**src/rtl/axi_burst_master_pkg.sv**
```systemverilog
// Shared AXI4 constants and the burst master state encoding.
package axi_burst_master_pkg;

    localparam logic [1:0] RESP_OKAY   = 2'b00;
    localparam logic [1:0] RESP_EXOKAY = 2'b01;
    localparam logic [1:0] RESP_SLVERR = 2'b10;
    localparam logic [1:0] RESP_DECERR = 2'b11;

    localparam logic [1:0] BURST_INCR = 2'b01;

    localparam int BOUNDARY_4K = 4096;

    typedef enum logic [2:0] {
        S_IDLE   = 3'd0,
        S_W_XFER = 3'd1,
        S_W_RESP = 3'd2,
        S_R_ADDR = 3'd3,
        S_R_DATA = 3'd4
    } state_t;

endpackage

```
**src/rtl/axi_burst_master_strb_gen.sv**
```systemverilog
// Write-strobe generator: marks the 1<<size byte lanes starting at the beat's lane offset.
module axi_burst_strb_gen #(
    parameter int DATA_W = 64
) (
    input  logic [2:0]                     size,
    input  logic [$clog2(DATA_W/8)-1:0]    lane,
    output logic [DATA_W/8-1:0]            strb
);

    localparam int STRB_W = DATA_W / 8;

    always_comb begin
        strb = '0;
        for (int i = 0; i < STRB_W; i++) begin
            if ((i >= int'(lane)) && (i < int'(lane) + (1 << int'(size)))) begin
                strb[i] = 1'b1;
            end
        end
    end

endmodule

```
**src/rtl/axi_burst_master.sv**
```systemverilog
// AXI4 INCR burst master (1..MAX_BEATS beats) with client request and beat streams.
// Optional watchdog enabled by defining AXI_BURST_MASTER_TIMEOUT_EN.
module axi_burst_master
    import axi_burst_master_pkg::*;
#(
    parameter int ADDR_W         = 32,
    parameter int DATA_W         = 64,
    parameter int MAX_BEATS      = 16,
    parameter int TIMEOUT_CYCLES = 1024
) (
    input  logic                  i_clk,
    input  logic                  i_rst_n,
    input  logic                  i_req_valid,
    output logic                  o_req_ready,
    input  logic                  i_req_rw,
    input  logic [ADDR_W-1:0]     i_req_addr,
    input  logic [7:0]            i_req_len,
    input  logic [2:0]            i_req_size,
    input  logic [DATA_W-1:0]     i_wdata,
    input  logic                  i_wdata_valid,
    output logic                  o_wdata_ready,
    output logic [DATA_W-1:0]     o_rdata,
    output logic                  o_rdata_valid,
    output logic                  o_rdata_last,
    input  logic                  i_rdata_ready,
    output logic                  o_busy,
    output logic                  o_done,
    output logic                  o_error,
    output logic                  o_invalid,
    output logic                  o_timeout,
    output logic                  m_axi_awvalid,
    output logic [ADDR_W-1:0]     m_axi_awaddr,
    output logic [7:0]            m_axi_awlen,
    output logic [2:0]            m_axi_awsize,
    output logic [1:0]            m_axi_awburst,
    input  logic                  m_axi_awready,
    output logic                  m_axi_wvalid,
    output logic [DATA_W-1:0]     m_axi_wdata,
    output logic [DATA_W/8-1:0]   m_axi_wstrb,
    output logic                  m_axi_wlast,
    input  logic                  m_axi_wready,
    input  logic                  m_axi_bvalid,
    input  logic [1:0]            m_axi_bresp,
    output logic                  m_axi_bready,
    output logic                  m_axi_arvalid,
    output logic [ADDR_W-1:0]     m_axi_araddr,
    output logic [7:0]            m_axi_arlen,
    output logic [2:0]            m_axi_arsize,
    output logic [1:0]            m_axi_arburst,
    input  logic                  m_axi_arready,
    input  logic                  m_axi_rvalid,
    input  logic [DATA_W-1:0]     m_axi_rdata,
    input  logic [1:0]            m_axi_rresp,
    input  logic                  m_axi_rlast,
    output logic                  m_axi_rready,
    output logic [2:0]            o_state
);

    localparam int LANE_W = $clog2(DATA_W / 8);

    // Every handshake on every channel is valid && ready sampled at the rising clock edge;
    // a valid, once raised by this block, is held until its ready is seen.

    state_t              state;
    logic [ADDR_W-1:0]   addr_r;
    logic [7:0]          len_r;
    logic [2:0]          size_r;
    logic [LANE_W-1:0]   beat_lane;
    logic [8:0]          beat_cnt;
    logic                aw_valid_r, aw_done, ar_valid_r;
    logic                r_err, r_dec;
    logic                done_r, error_r, invalid_r;

    logic [16:0]         req_bytes, span_end;
    logic                req_bad;
    logic                aw_hs, w_hs, b_hs, ar_hs, r_hs;
    logic                w_open, w_last, aw_fin, w_fin;

    // Accept-time legality: beat size, alignment, burst length and 4 KB crossing.
    always_comb begin
        req_bytes = (17'(i_req_len) + 17'd1) << i_req_size;
        span_end  = 17'(i_req_addr[11:0]) + req_bytes;
        req_bad   = (i_req_size > 3'(LANE_W))
                 || ((i_req_addr[7:0] & ((8'd1 << i_req_size) - 8'd1)) != 8'd0)
                 || ({1'b0, i_req_len} >= 9'(MAX_BEATS))
                 || (span_end > 17'(BOUNDARY_4K));
    end

    assign w_open = (state == S_W_XFER) && (beat_cnt <= {1'b0, len_r});
    assign w_last = (beat_cnt == {1'b0, len_r});

    assign m_axi_wvalid  = w_open && i_wdata_valid;
    assign o_wdata_ready = w_open && m_axi_wready;
    assign m_axi_wdata   = i_wdata;
    assign m_axi_wlast   = w_open && w_last;

    assign m_axi_bready  = (state == S_W_RESP);

    assign m_axi_rready  = (state == S_R_DATA) && i_rdata_ready;
    assign o_rdata_valid = (state == S_R_DATA) && m_axi_rvalid;
    assign o_rdata_last  = (state == S_R_DATA) && m_axi_rlast;
    assign o_rdata       = m_axi_rdata;

    assign aw_hs = aw_valid_r && m_axi_awready;
    assign w_hs  = m_axi_wvalid && m_axi_wready;
    assign b_hs  = m_axi_bready && m_axi_bvalid;
    assign ar_hs = ar_valid_r && m_axi_arready;
    assign r_hs  = m_axi_rready && m_axi_rvalid;

    assign aw_fin = aw_done || aw_hs;
    assign w_fin  = !w_open || (w_hs && w_last);

    assign m_axi_awvalid = aw_valid_r;
    assign m_axi_awaddr  = addr_r;
    assign m_axi_awlen   = len_r;
    assign m_axi_awsize  = size_r;
    assign m_axi_awburst = BURST_INCR;
    assign m_axi_arvalid = ar_valid_r;
    assign m_axi_araddr  = addr_r;
    assign m_axi_arlen   = len_r;
    assign m_axi_arsize  = size_r;
    assign m_axi_arburst = BURST_INCR;

    assign o_req_ready = (state == S_IDLE);
    assign o_busy      = (state != S_IDLE);
    assign o_done      = done_r;
    assign o_error     = error_r;
    assign o_invalid   = invalid_r;
    assign o_state     = state;

    axi_burst_strb_gen #(.DATA_W(DATA_W)) u_strb_gen (
        .size (size_r),
        .lane (beat_lane),
        .strb (m_axi_wstrb)
    );

`ifdef AXI_BURST_MASTER_TIMEOUT_EN
    localparam int TO_W = $clog2(TIMEOUT_CYCLES + 1);
    logic [TO_W-1:0] to_cnt;
    logic            any_hs, to_fire, timeout_r;

    assign any_hs    = aw_hs || w_hs || b_hs || ar_hs || r_hs;
    assign to_fire   = o_busy && !any_hs && (to_cnt == TO_W'(TIMEOUT_CYCLES - 1));
    assign o_timeout = timeout_r;

    always_ff @(posedge i_clk or negedge i_rst_n) begin
        if (!i_rst_n) begin
            to_cnt <= '0;
        end else if (!o_busy || any_hs || to_fire) begin
            to_cnt <= '0;
        end else begin
            to_cnt <= to_cnt + 1'b1;
        end
    end
`else
    assign o_timeout = 1'b0;
`endif

    always_ff @(posedge i_clk or negedge i_rst_n) begin
        if (!i_rst_n) begin
            state      <= S_IDLE;
            addr_r     <= '0;
            len_r      <= '0;
            size_r     <= '0;
            beat_lane  <= '0;
            beat_cnt   <= '0;
            aw_valid_r <= 1'b0;
            aw_done    <= 1'b0;
            ar_valid_r <= 1'b0;
            r_err      <= 1'b0;
            r_dec      <= 1'b0;
            done_r     <= 1'b0;
            error_r    <= 1'b0;
            invalid_r  <= 1'b0;
`ifdef AXI_BURST_MASTER_TIMEOUT_EN
            timeout_r  <= 1'b0;
`endif
        end else begin
            done_r    <= 1'b0;
            error_r   <= 1'b0;
            invalid_r <= 1'b0;
`ifdef AXI_BURST_MASTER_TIMEOUT_EN
            timeout_r <= 1'b0;
`endif
            case (state)
                S_IDLE: begin
                    if (i_req_valid) begin
                        addr_r    <= i_req_addr;
                        len_r     <= i_req_len;
                        size_r    <= i_req_size;
                        beat_lane <= i_req_addr[LANE_W-1:0];
                        beat_cnt  <= '0;
                        aw_done   <= 1'b0;
                        r_err     <= 1'b0;
                        r_dec     <= 1'b0;
                        if (req_bad) begin
                            done_r    <= 1'b1;
                            invalid_r <= 1'b1;
                        end else if (i_req_rw) begin
                            aw_valid_r <= 1'b1;
                            state      <= S_W_XFER;
                        end else begin
                            ar_valid_r <= 1'b1;
                            state      <= S_R_ADDR;
                        end
                    end
                end
                S_W_XFER: begin
                    if (aw_hs) begin
                        aw_valid_r <= 1'b0;
                        aw_done    <= 1'b1;
                    end
                    if (w_hs) begin
                        beat_cnt  <= beat_cnt + 9'd1;
                        beat_lane <= beat_lane + LANE_W'(32'(1) << size_r);
                    end
                    if (aw_fin && w_fin) begin
                        state <= S_W_RESP;
                    end
                end
                S_W_RESP: begin
                    if (m_axi_bvalid) begin
                        done_r    <= 1'b1;
                        error_r   <= (m_axi_bresp != RESP_OKAY);
                        invalid_r <= (m_axi_bresp == RESP_DECERR);
                        state     <= S_IDLE;
                    end
                end
                S_R_ADDR: begin
                    if (ar_hs) begin
                        ar_valid_r <= 1'b0;
                        state      <= S_R_DATA;
                    end
                end
                S_R_DATA: begin
                    if (r_hs) begin
                        beat_cnt <= beat_cnt + 9'd1;
                        r_err    <= r_err || (m_axi_rresp != RESP_OKAY);
                        r_dec    <= r_dec || (m_axi_rresp == RESP_DECERR);
                        if (m_axi_rlast) begin
                            // A short burst (rlast before len) still completes, flagged as error.
                            done_r    <= 1'b1;
                            error_r   <= r_err || (m_axi_rresp != RESP_OKAY)
                                      || (beat_cnt != {1'b0, len_r});
                            invalid_r <= r_dec || (m_axi_rresp == RESP_DECERR);
                            state     <= S_IDLE;
                        end
                    end
                end
                default: state <= S_IDLE;
            endcase
`ifdef AXI_BURST_MASTER_TIMEOUT_EN
            if (to_fire) begin
                state      <= S_IDLE;
                aw_valid_r <= 1'b0;
                ar_valid_r <= 1'b0;
                done_r     <= 1'b1;
                error_r    <= 1'b1;
                invalid_r  <= 1'b0;
                timeout_r  <= 1'b1;
            end
`endif
        end
    end

endmodule

```
**config.mk**
```make
export PLATFORM = sky130hd
export DESIGN_NAME = axi_burst_master
export DESIGN_NICKNAME = d
export VERILOG_FILES = /design/src/rtl/axi_burst_master_pkg.sv /design/src/rtl/axi_burst_master_strb_gen.sv /design/src/rtl/axi_burst_master.sv
export SDC_FILE = /design/constraint.sdc
export NUM_CORES = 1
export LEC_CHECK = 0
export BUFFER_PORTS_ARGS = -buffer_cell sky130_fd_sc_hd__buf_4
export CORE_AREA = 3 3 168 170
export CTS_CLUSTER_DIAMETER = 40
export DETAILED_ROUTE_END_ITERATION = 12
export DIE_AREA = 0 0 171 173
export GPL_ROUTABILITY_DRIVEN = 0
export PLACE_DENSITY = 0.48
export SLEW_MARGIN = 25
export SYNTH_ARGS = -nofsm -noshare
export SYNTH_HDL_FRONTEND = slang
export SYNTH_SLANG_ARGS = --single-unit
```
**constraint.sdc**
```tcl
create_clock -name i_clk -period 6.5 [get_ports i_clk]
set_clock_uncertainty 0.15 [all_clocks]
set_input_delay 0.65 -clock i_clk [delete_from_list [all_inputs] [get_ports i_clk]]
set_output_delay 0.65 -clock i_clk [all_outputs]
set_load 0.005 [all_outputs]
```
==> flow_metrics.tcl, run 1 <==
set metrics [dict create \
    max_slew_margin_pct 33.5 \
    grt_pass1_vias 4574 \
    cts_tree "done" \
    fin_cells 1071 \
    ys_warn_count 0 \
    fin_crit_sh_pct 62.6 \
    slew_violations 0 \
    fmax_ghz 0.246 \
    powerDensity_nw_per_um2 205 \
    final_antenna_net_count 0 \
    cpMaxStageDelayCell "or3b_2" \
    rr_worst_depth 8 \
    synth_cell_types 69 \
    hold_class "input pin to async pin" \
    clockBufferDepth 2 \
    fin_tns_setup_ns 0 \
    setup_viol 0 \
    wire_per_inst_um 16.9 \
    wl_mm 18.2 \
    die_area_um2 29600 \
    cp-start-kind "input pin" \
    crit_chain "buf_4 > ha_1 > nand2_1 > o21ai_0 > a31oi_1 > o21ai_0 > mux2i_1 > nor2_1 > a21oi_1 > ha_1 > a21oi_2 > o21ai_1 > or3b_2 > a221oi_1 > nand4_2 > a211oi_2 > o22a_1" \
    regToRegSetupSlack_ns 3.47 \
    r2r-start "beat_cnt[2]$_DFFE_PN0P_" \
    dr_total_vias 4834 \
    grt_first_pass_wirelength_mm 27.3 \
    worstReg2RegEnd "beat_cnt[8]$_DFFE_PN0P_" \
    grt.overflow.total 0 \
    drive_above_1_share_pct 29.0 \
    rsz0062_at_grt "no" \
    path_max_fanout 9 \
    syn_inst 741 \
    post-route-min-period_ns 4.07 \
    maxCapViolCount 0 \
    finish.net_count 942 \
    finalPower_uw 1330 \
    synth_edf_count 0 \
    drt-initial-drc-count 337 \
    dp.cells 1055 \
    cp-endpoint "m_axi_arvalid$_DFFE_PN0P_" \
    post_synth_instance_area_um2 5910 \
    via_per_inst 4.51 \
    worst-path-stages 17 \
    clkLatencyLatePin_ns 0.34 \
    cpPeakStageDelay_ns 0.46 \
    syn_to_final_growth_pct 9.92 \
    worstSetupEndpointType "flip-flop" \
    crit_arrival_ns 4.20 \
    design.core.area_um2 26900 \
    worst-setup-path-type "input pin to flip-flop" \
    yosysTopAreaCell "dfrtp_1" \
    io_pins 431 \
    max_slew.worst_pin.slew_ns 0.994 \
    synth_area_leaders "dfrtp_1 28%, buf_4 22%, nand2_1 9.5%" \
    synth.most_common_cell "buf_4" \
    gr-usage-all-layers_pct 11.8 \
    synth-main-ff-cell "dfrtp_1" \
    dpl.hpwl_mm 14.3 \
    rows 60 \
    crit_start "i_req_len[0]" \
    status "finished clean" \
    cts_resized 0 \
    die_y_um 173 \
    cts_hold_buffers 0 \
    synth_common_cells "177 x buf_4, 149 x nand2_1, 66 x dfrtp_1" \
    synthArstFlopShare_pct 100 \
    cts_buffers 9 \
    antenna_found_initial 0 \
    worstPathBufferInverterCount 1 \
    cp_top_family "compound AO/OA/AOI/OAI gates" \
    peakVddDrop_mv 0.0868 \
    drcViolationCount 0 \
    first_pass_iters 5 \
    diodes 0 \
    start_util_pct 22.0 \
    p_leak_uw 0.00315 \
    die_w_um 171 \
    syn_avg_cell_area_um2 7.98 \
    grt_max_degree 67 \
    ys_ff_latch 66 \
    seq_area_frac_synth_pct 27.9 \
    hold_viol_final 0 \
    root_buffer "clkbuf_16" \
    cts-htree-levels 3 \
    post-cts-setup-buffers 0 \
    port_buffers 169 \
    cts.reportedPaths.clkPinSlew_ns 0.06 \
    holdWs_ns 0.256 \
    utilization_pct 24.2 \
    synth_top_cell_area_share_pct 27.9 \
    clock_sinks 66 \
    required_ns 6.63 \
    fillers 2975 \
]
## power by group
part / total [uW] / switching (uW) / internal (uW) / leakage, uW
clock network: 473 / 193 / 280 / 0.000138
registers: 476 / 34.0 / 442 / 0.000832
logic: 380 / 194 / 186 / 0.00217
total: 1330 / 421 / 908 / 0.00315
## stage by stage
stage	cell area, um^2	setup WS (ns)
floorplan	5920	2.46
global placement	6210	2.15
detailed placement	6210	2.13
CTS	6500	2.49
global route	6500	2.07
finish	6500	2.43
## worst min path at each step
| stage | startpoint | endpoint | slack [ns] |
|---|---|---|---|
| floorplan | i_rst_n | aw_done$_DFFE_PN0P_ | 0.20 |
| global placement | aw_done$_DFFE_PN0P_ | aw_done$_DFFE_PN0P_ | 0.33 |
| detailed placement | aw_done$_DFFE_PN0P_ | aw_done$_DFFE_PN0P_ | 0.34 |
| CTS | i_rst_n | beat_lane[2]$_DFFE_PN0P_ | 0.33 |
| global route | i_req_addr[18] | m_axi_araddr[18]$_DFFE_PN0P_ | 0.33 |
| finish | i_rst_n | m_axi_araddr[0]$_DFFE_PN0P_ | 0.26 |
## logic make-up after synthesis
kind of cell,after synthesis,share of synthesized area [%]
flip-flops,66,27.9
other,2,0.127
AND/OR/NAND/NOR,262,20.8
adder cells (fa/ha/maj),30,6.60
AO/OA/AOI/OAI,133,14.9
XOR/XNOR,11,1.63
multiplexers,15,2.60
buffers and inverters,222,25.5
## final cells by class
type | count | area (um^2) | area share [%]
Tap cell | 341 | 427 | 6.56
Sequential cell | 66 | 1650 | 25.4
Multi-Input combinational cell | 456 | 2770 | 42.6
Timing Repair Buffer | 171 | 1280 | 19.7
Inverter | 21 | 78.8 | 1.21
Clock inverter | 5 | 37.5 | 0.577
Clock buffer | 11 | 253 | 3.89
## flip-flops by register name, indices dropped and copies added, names as in the netlist
signal,cells
m_axi_awvalid,1
m_axi_arlen,8
o_invalid,1
beat_lane,3
m_axi_arsize,3
o_done,1
m_axi_arvalid,1
r_dec,1
o_state,3
aw_done,1
beat_cnt,9
m_axi_araddr,32
o_error,1
r_err,1
## cells in the final DEF, fill, tap and decap left out, types with 3 or more instances in the layout
| cell | n |
|---|---|
| buf_4 | 171 |
| nand2_1 | 148 |
| dfrtp_1 | 66 |
| nor2_1 | 34 |
| o21ai_0 | 33 |
| ha_1 | 28 |
| a21oi_1 | 26 |
| inv_1 | 20 |
| nand3_1 | 12 |
| mux2i_1 | 12 |
| a31oi_1 | 11 |
| a211oi_1 | 9 |
| clkbuf_16 | 9 |
| and3_1 | 8 |
| xor2_1 | 8 |
| nor3_1 | 8 |
| o211ai_1 | 7 |
| nand4_1 | 6 |
| o21a_1 | 6 |
| nor3b_1 | 5 |
| nand2b_1 | 5 |
| or4_1 | 5 |
| a21o_1 | 5 |
| o2111ai_1 | 5 |
| conb_1 | 5 |
| or3_1 | 4 |
| o22ai_1 | 4 |
| o31ai_1 | 4 |
| o21ai_1 | 3 |
| xnor2_1 | 3 |
| nor2b_1 | 3 |
| mux2_2 | 3 |
## metal layers
metal | wire, um | global-route usage (%)
met4 | 1040 | 7.58
met2 | 8310 | 18.4
met5 | 0 | 0
met3 | 1340 | 3.06
met1 | 7470 | 14.4
No activity file was read; power rests on OpenSTA's default activity.
==> run 2: changes to the inputs <==
Clock period 6.5 ns to 4 ns, I/O delays scaled along.
==> flow_metrics.tcl, run 2 (synthesis gave the netlist of run 1 again) <==
set metrics [dict create \
    status "finished clean" \
    start_util_pct 22.0 \
    finalPower_uw 2260 \
    area.sequential_um2 1650 \
    clockBufferDepth 2 \
    required_ns 4.11 \
    die_area_um2 29600 \
    multiInputGateArea_um2 2770 \
    grt_pass1_vias 4681 \
    hold_class "input pin to async pin" \
    io_pins 431 \
    syn_to_final_growth_pct 12.7 \
    die_y_um 173 \
    use_met1_pct 13.8 \
    fillers 2949 \
    wl_mm 18.1 \
    largest_reg_flops 32 \
    crit_arrival_ns 3.80 \
    die_w_um 171 \
    met3_usage_pct 3.50 \
    cts_tree "done" \
    dr_total_vias 4782 \
    fin_tns_setup_ns 0 \
    maxCapViolCount 0 \
    peakVddDrop_mv 0.156 \
    first_pass_iters 4 \
    holdWs_ns 0.0370 \
    max_slew_margin_pct 41.0 \
    dpl_cell_area_um2 6340 \
    port_buffers 169 \
    rsz0062_at_grt "no" \
    post-route-min-period_ns 3.69 \
    cts-htree-levels 3 \
    max_slew.worst_pin.slew_ns 0.886 \
    final_common_cell "buf_4" \
    grt.overflow.total 0 \
    final_cell_area_um2 6660 \
    clock_sinks 66 \
    busiest_layer "met2" \
    antenna_found_initial 0 \
    rows 60 \
    cp-start-kind "input pin" \
    clkLatencyLatePin_ns 0.33 \
    wire_per_inst_um 16.6 \
    grt_max_degree 67 \
    dpl.hpwl_mm 14.6 \
    fin_crit_sh_pct 92.2 \
    worst-setup-path-type "input pin to flip-flop" \
    root_buffer "clkbuf_16" \
    grt_first_pass_wirelength_mm 27.3 \
    finish.net_count 960 \
    gr-usage-all-layers_pct 11.8 \
    cts.reportedPaths.clkPinSlew_ns 0.06 \
    p_leak_uw 0.00324 \
    final_cell_mix "189 x buf_4, 148 x nand2_1, 66 x dfrtp_1, 34 x nor2_1, 33 x o21ai_0" \
    drt-initial-drc-count 255 \
    fmax_ghz 0.271 \
    drcViolationCount 0 \
    cts_buffers 9 \
    slew_violations 0 \
    diodes 0 \
    final_antenna_net_count 0 \
    path_max_fanout 7 \
    powerDensity_nw_per_um2 339 \
    setup_viol 0 \
    design.core.area_um2 26900 \
    worstSetupEndpointType "flip-flop" \
    drive_above_1_share_pct 30.6 \
    met2_usage_pct 19.6 \
    via_per_inst 4.39 \
    utilization_pct 24.8 \
    hold_viol_final 0 \
]
## run 2: cell type report
type	count	area share [%]
tap	341	6.40
inverter	21	1.18
clock buffer	11	3.49
timing repair buffer	189	21.3
sequential	66	24.8
clock inverter	5	1.18
multi-input combinational	456	41.6
## run 2: where the power goes
part	switching, uW	internal [uW]	leakage, uW
combinational	320	321	0.00226
sequential	55.9	718	0.000832
clock	295	545	0.000153
total	671	1580	0.00324
## run 2: repair_timing
item	CTS	global route
hold buffers	0	0
setup endpoints to repair	0	1
buffers inserted	0	0
gates resized for setup	0	1
## run 2: path summary, 6_finish.rpt
| path | startpoint | end | slack (ns) | cells after the start |
|---|---|---|---|---|
| hold reg to reg | r_dec$_DFFE_PN0P_ | r_dec$_DFFE_PN0P_ | 0.35 | 2 |
| min in group i_clk | i_req_addr[12] | m_axi_araddr[12]$_DFFE_PN0P_ | 0.10 | 3 |
| hold / removal | i_rst_n | m_axi_araddr[0]$_DFFE_PN0P_ | 0.04 | 1 |
| setup / recovery | i_req_len[0] | m_axi_awvalid$_DFFE_PN0P_ | 0.31 | 17 |
| max in group asynchronous | i_rst_n | m_axi_araddr[9]$_DFFE_PN0P_ | 3.09 | 1 |
| setup reg to reg | beat_cnt[2]$_DFFE_PN0P_ | beat_cnt[8]$_DFFE_PN0P_ | 0.92 | 8 |
## run 2: critical path, cell delays in order
cell       delay (ns)
buf_4            0.14
ha_1             0.28
nand2_1          0.09
o21ai_0          0.07
a31oi_1          0.16
o21ai_0          0.14
mux2i_1          0.20
nor2_1           0.06
a21oi_1          0.12
ha_1             0.28
a21oi_2          0.22
o21ai_1          0.13
or3b_2           0.46
a221oi_1         0.37
nand4_2          0.26
a211oi_2         0.28
a2bb2oi_2        0.14
## run 2: stage by stage
step	worst slack, ns	instances
after detailed placement	-0.0415	1073
final	0.314	1089
after global routing	0.00927	1089
after global placement	-0.0299	1073
after CTS	0.300	1089
after floorplan	0.207	744
## run 2: routing by layer
layer,vias up,wire length (um)
li1,2356,-
met1,2191,7490
met2,168,8540
met3,67,1410
met4,0,667
met5,-,0
==> run 3: changes to the inputs <==
Settings changed: CORE_AREA 3 3 168 170 to 3 3 169 171, DIE_AREA 0 0 171 173 to 0 0 172 174, PLACE_DENSITY 0.48 to 0.47.
==> flow_metrics.tcl, run 3 (synthesis gave the netlist of run 1 again) <==
set metrics [dict create \
    drcViolationCount 0 \
    setup_viol 0 \
    maxCapViolCount 0 \
    io_pins 431 \
    max_slew_margin_pct 49.2 \
    clkLatencyLatePin_ns 0.34 \
    cpPeakStageDelay_ns 0.38 \
    p_leak_uw 0.00329 \
    root_buffer "clkbuf_16" \
    cts-htree-levels 3 \
    grt.overflow.total 0 \
    dr_total_vias 4926 \
    fmax_ghz 0.272 \
    cts.reportedPaths.clkPinSlew_ns 0.06 \
    drt-initial-drc-count 237 \
    design.core.area_um2 27000 \
    final_cell_mix "194 x buf_4, 148 x nand2_1, 66 x dfrtp_1, 34 x nor2_1, 33 x o21ai_0" \
    setup_ws_ns 0.321 \
    holdWs_ns 0.0976 \
    largest_reg_flops 32 \
    peakVddDrop_mv 0.184 \
    fin_crit_sh_pct 92.0 \
    crit_arrival_ns 3.79 \
    die_y_um 174 \
    drive_above_1_share_pct 31.1 \
    cts_buffers 9 \
    hold_viol_final 0 \
    start_util_pct 21.9 \
    min_from "i_req_addr[24]" \
    cp_top_family "compound AO/OA/AOI/OAI gates" \
    final_common_cell "buf_4" \
    switchingPower_uw 687 \
    die_area_um2 29900 \
    p_int_uw 1610 \
    gr-usage-all-layers_pct 12.0 \
    post-route-min-period_ns 3.68 \
    dpl.hpwl_mm 14.5 \
    pwr-share-seq_pct 33.7 \
    first_pass_iters 5 \
    status "finished clean" \
    required_ns 4.11 \
    diodes 0 \
    antenna_found_initial 1 \
    worstPathBufferInverterCount 1 \
    grt_first_pass_wirelength_mm 28.0 \
    syn_to_final_growth_pct 14.0 \
    worstSetupEndpointType "flip-flop" \
    finish.net_count 967 \
    clock_sinks 66 \
    p_clk_share_pct 37.7 \
    regToRegSetupSlack_ns 0.95 \
    crit_chain "buf_4 > ha_1 > nand2_1 > nor3_1 > o32ai_1 > mux2i_1 > nor2_1 > a21oi_1 > ha_1 > nand2_1 > a211oi_1 > o221ai_1 > a221oi_1 > nand4_2 > a211oi_2 > a2bb2oi_2" \
    hold_class "input pin to flip-flop" \
    rr_worst_depth 8 \
    powerDensity_nw_per_um2 341 \
    cp-start-kind "input pin" \
    cts_tree "done" \
    combPwrFrac_pct 28.6 \
    via_per_inst 4.49 \
    rsz0062_at_grt "no" \
    wire_per_inst_um 17.0 \
    rows 60 \
    cpMaxStageDelayCell "ha_1" \
    worst-setup-path-type "input pin to flip-flop" \
    wl_mm 18.6 \
    cts_resized 0 \
    port_buffers 169 \
    r2r-start "beat_cnt[2]$_DFFE_PN0P_" \
    worstReg2RegEnd "beat_cnt[8]$_DFFE_PN0P_" \
    hold_path_depth 3 \
    path_max_fanout 7 \
    dp_slack_ns -0.0339 \
    hold_path_end "m_axi_araddr[24]$_DFFE_PN0P_" \
    max_slew.worst_pin.slew_ns 0.756 \
    p_sw_share_pct 29.9 \
    grt_max_degree 67 \
    grt_pass1_vias 4797 \
    clockBufferDepth 2 \
    final_antenna_net_count 0 \
    die_w_um 172 \
    slew_violations 0 \
]
-- run 3: changes by cell type in the layout (fill, tap and decap cells not counted), sizes merged --
cell	delta
buf	+6
clkinvlp	+1
clkinv	-1
dlygate4sd3	+1
-- run 3: worst min-delay path: stages --
cell     delay [ns]
buf_4          0.07
nand2_1        0.03
nand2_1        0.04
-- run 3: metal layers --
metal  share of wire, %  vias to the layer above  wire length (um)  global-route usage (%)
met1                 41                     2301              7730                    14.7
met5                  0                        -                 0                       0
met3                7.3                       74              1370                    3.05
met4                3.4                        0               631                    5.42
met2                 48                      183              8910                    19.8
li1                   -                     2368                 -                       -
-- run 3: worst max path at each step --
stage,start,to,cells past startpoint
floorplan,i_req_size[0],m_axi_awvalid$_DFFE_PN0P_,16
global placement,i_req_len[2],m_axi_awvalid$_DFFE_PN0P_,14
detailed placement,i_req_len[0],m_axi_awvalid$_DFFE_PN0P_,16
CTS,i_req_len[0],m_axi_awvalid$_DFFE_PN0P_,16
global route,i_req_len[0],m_axi_awvalid$_DFFE_PN0P_,17
finish,i_req_len[0],m_axi_awvalid$_DFFE_PN0P_,16
-- run 3: area by class of cell --
| type | count | area [um^2] |
|---|---|---|
| Sequential cell | 66 | 1650 |
| Multi-Input combinational cell | 456 | 2770 |
| Fill cell | 2998 | 20300 |
| Timing Repair Buffer | 196 | 1490 |
| Clock inverter | 5 | 77.6 |
| Tap cell | 341 | 427 |
| Inverter | 21 | 78.8 |
| Clock buffer | 11 | 243 |
-- run 3: power groups by stage --
stage	Clock (uW)	Sequential (uW)	Combinational, uW
global route	926	782	737
detailed placement	0	787	662
CTS	895	775	665
finish	866	773	658
floorplan	0	774	474
global placement	0	785	664
-- run 3: stage by stage --
stage	TNS, ns	total power [uW]	utilization, %	std cells	area, um^2
6_report	0	2300	24.9	1096	6740
5_1_grt	0	2450	24.9	1096	6740
4_1_cts	0	2340	24.8	1094	6700
3_5_place_dp	-0.0652	1450	23.6	1078	6380
3_3_place_gp	0	1450	23.6	1078	6380
2_1_floorplan	0	1250	-	744	5920
-- run 3: repair_timing --
item                                   4_1_cts  5_1_grt
hold buffers                                 0        1
endpoints found under the hold margin        0       18
buffers inserted                             0        0
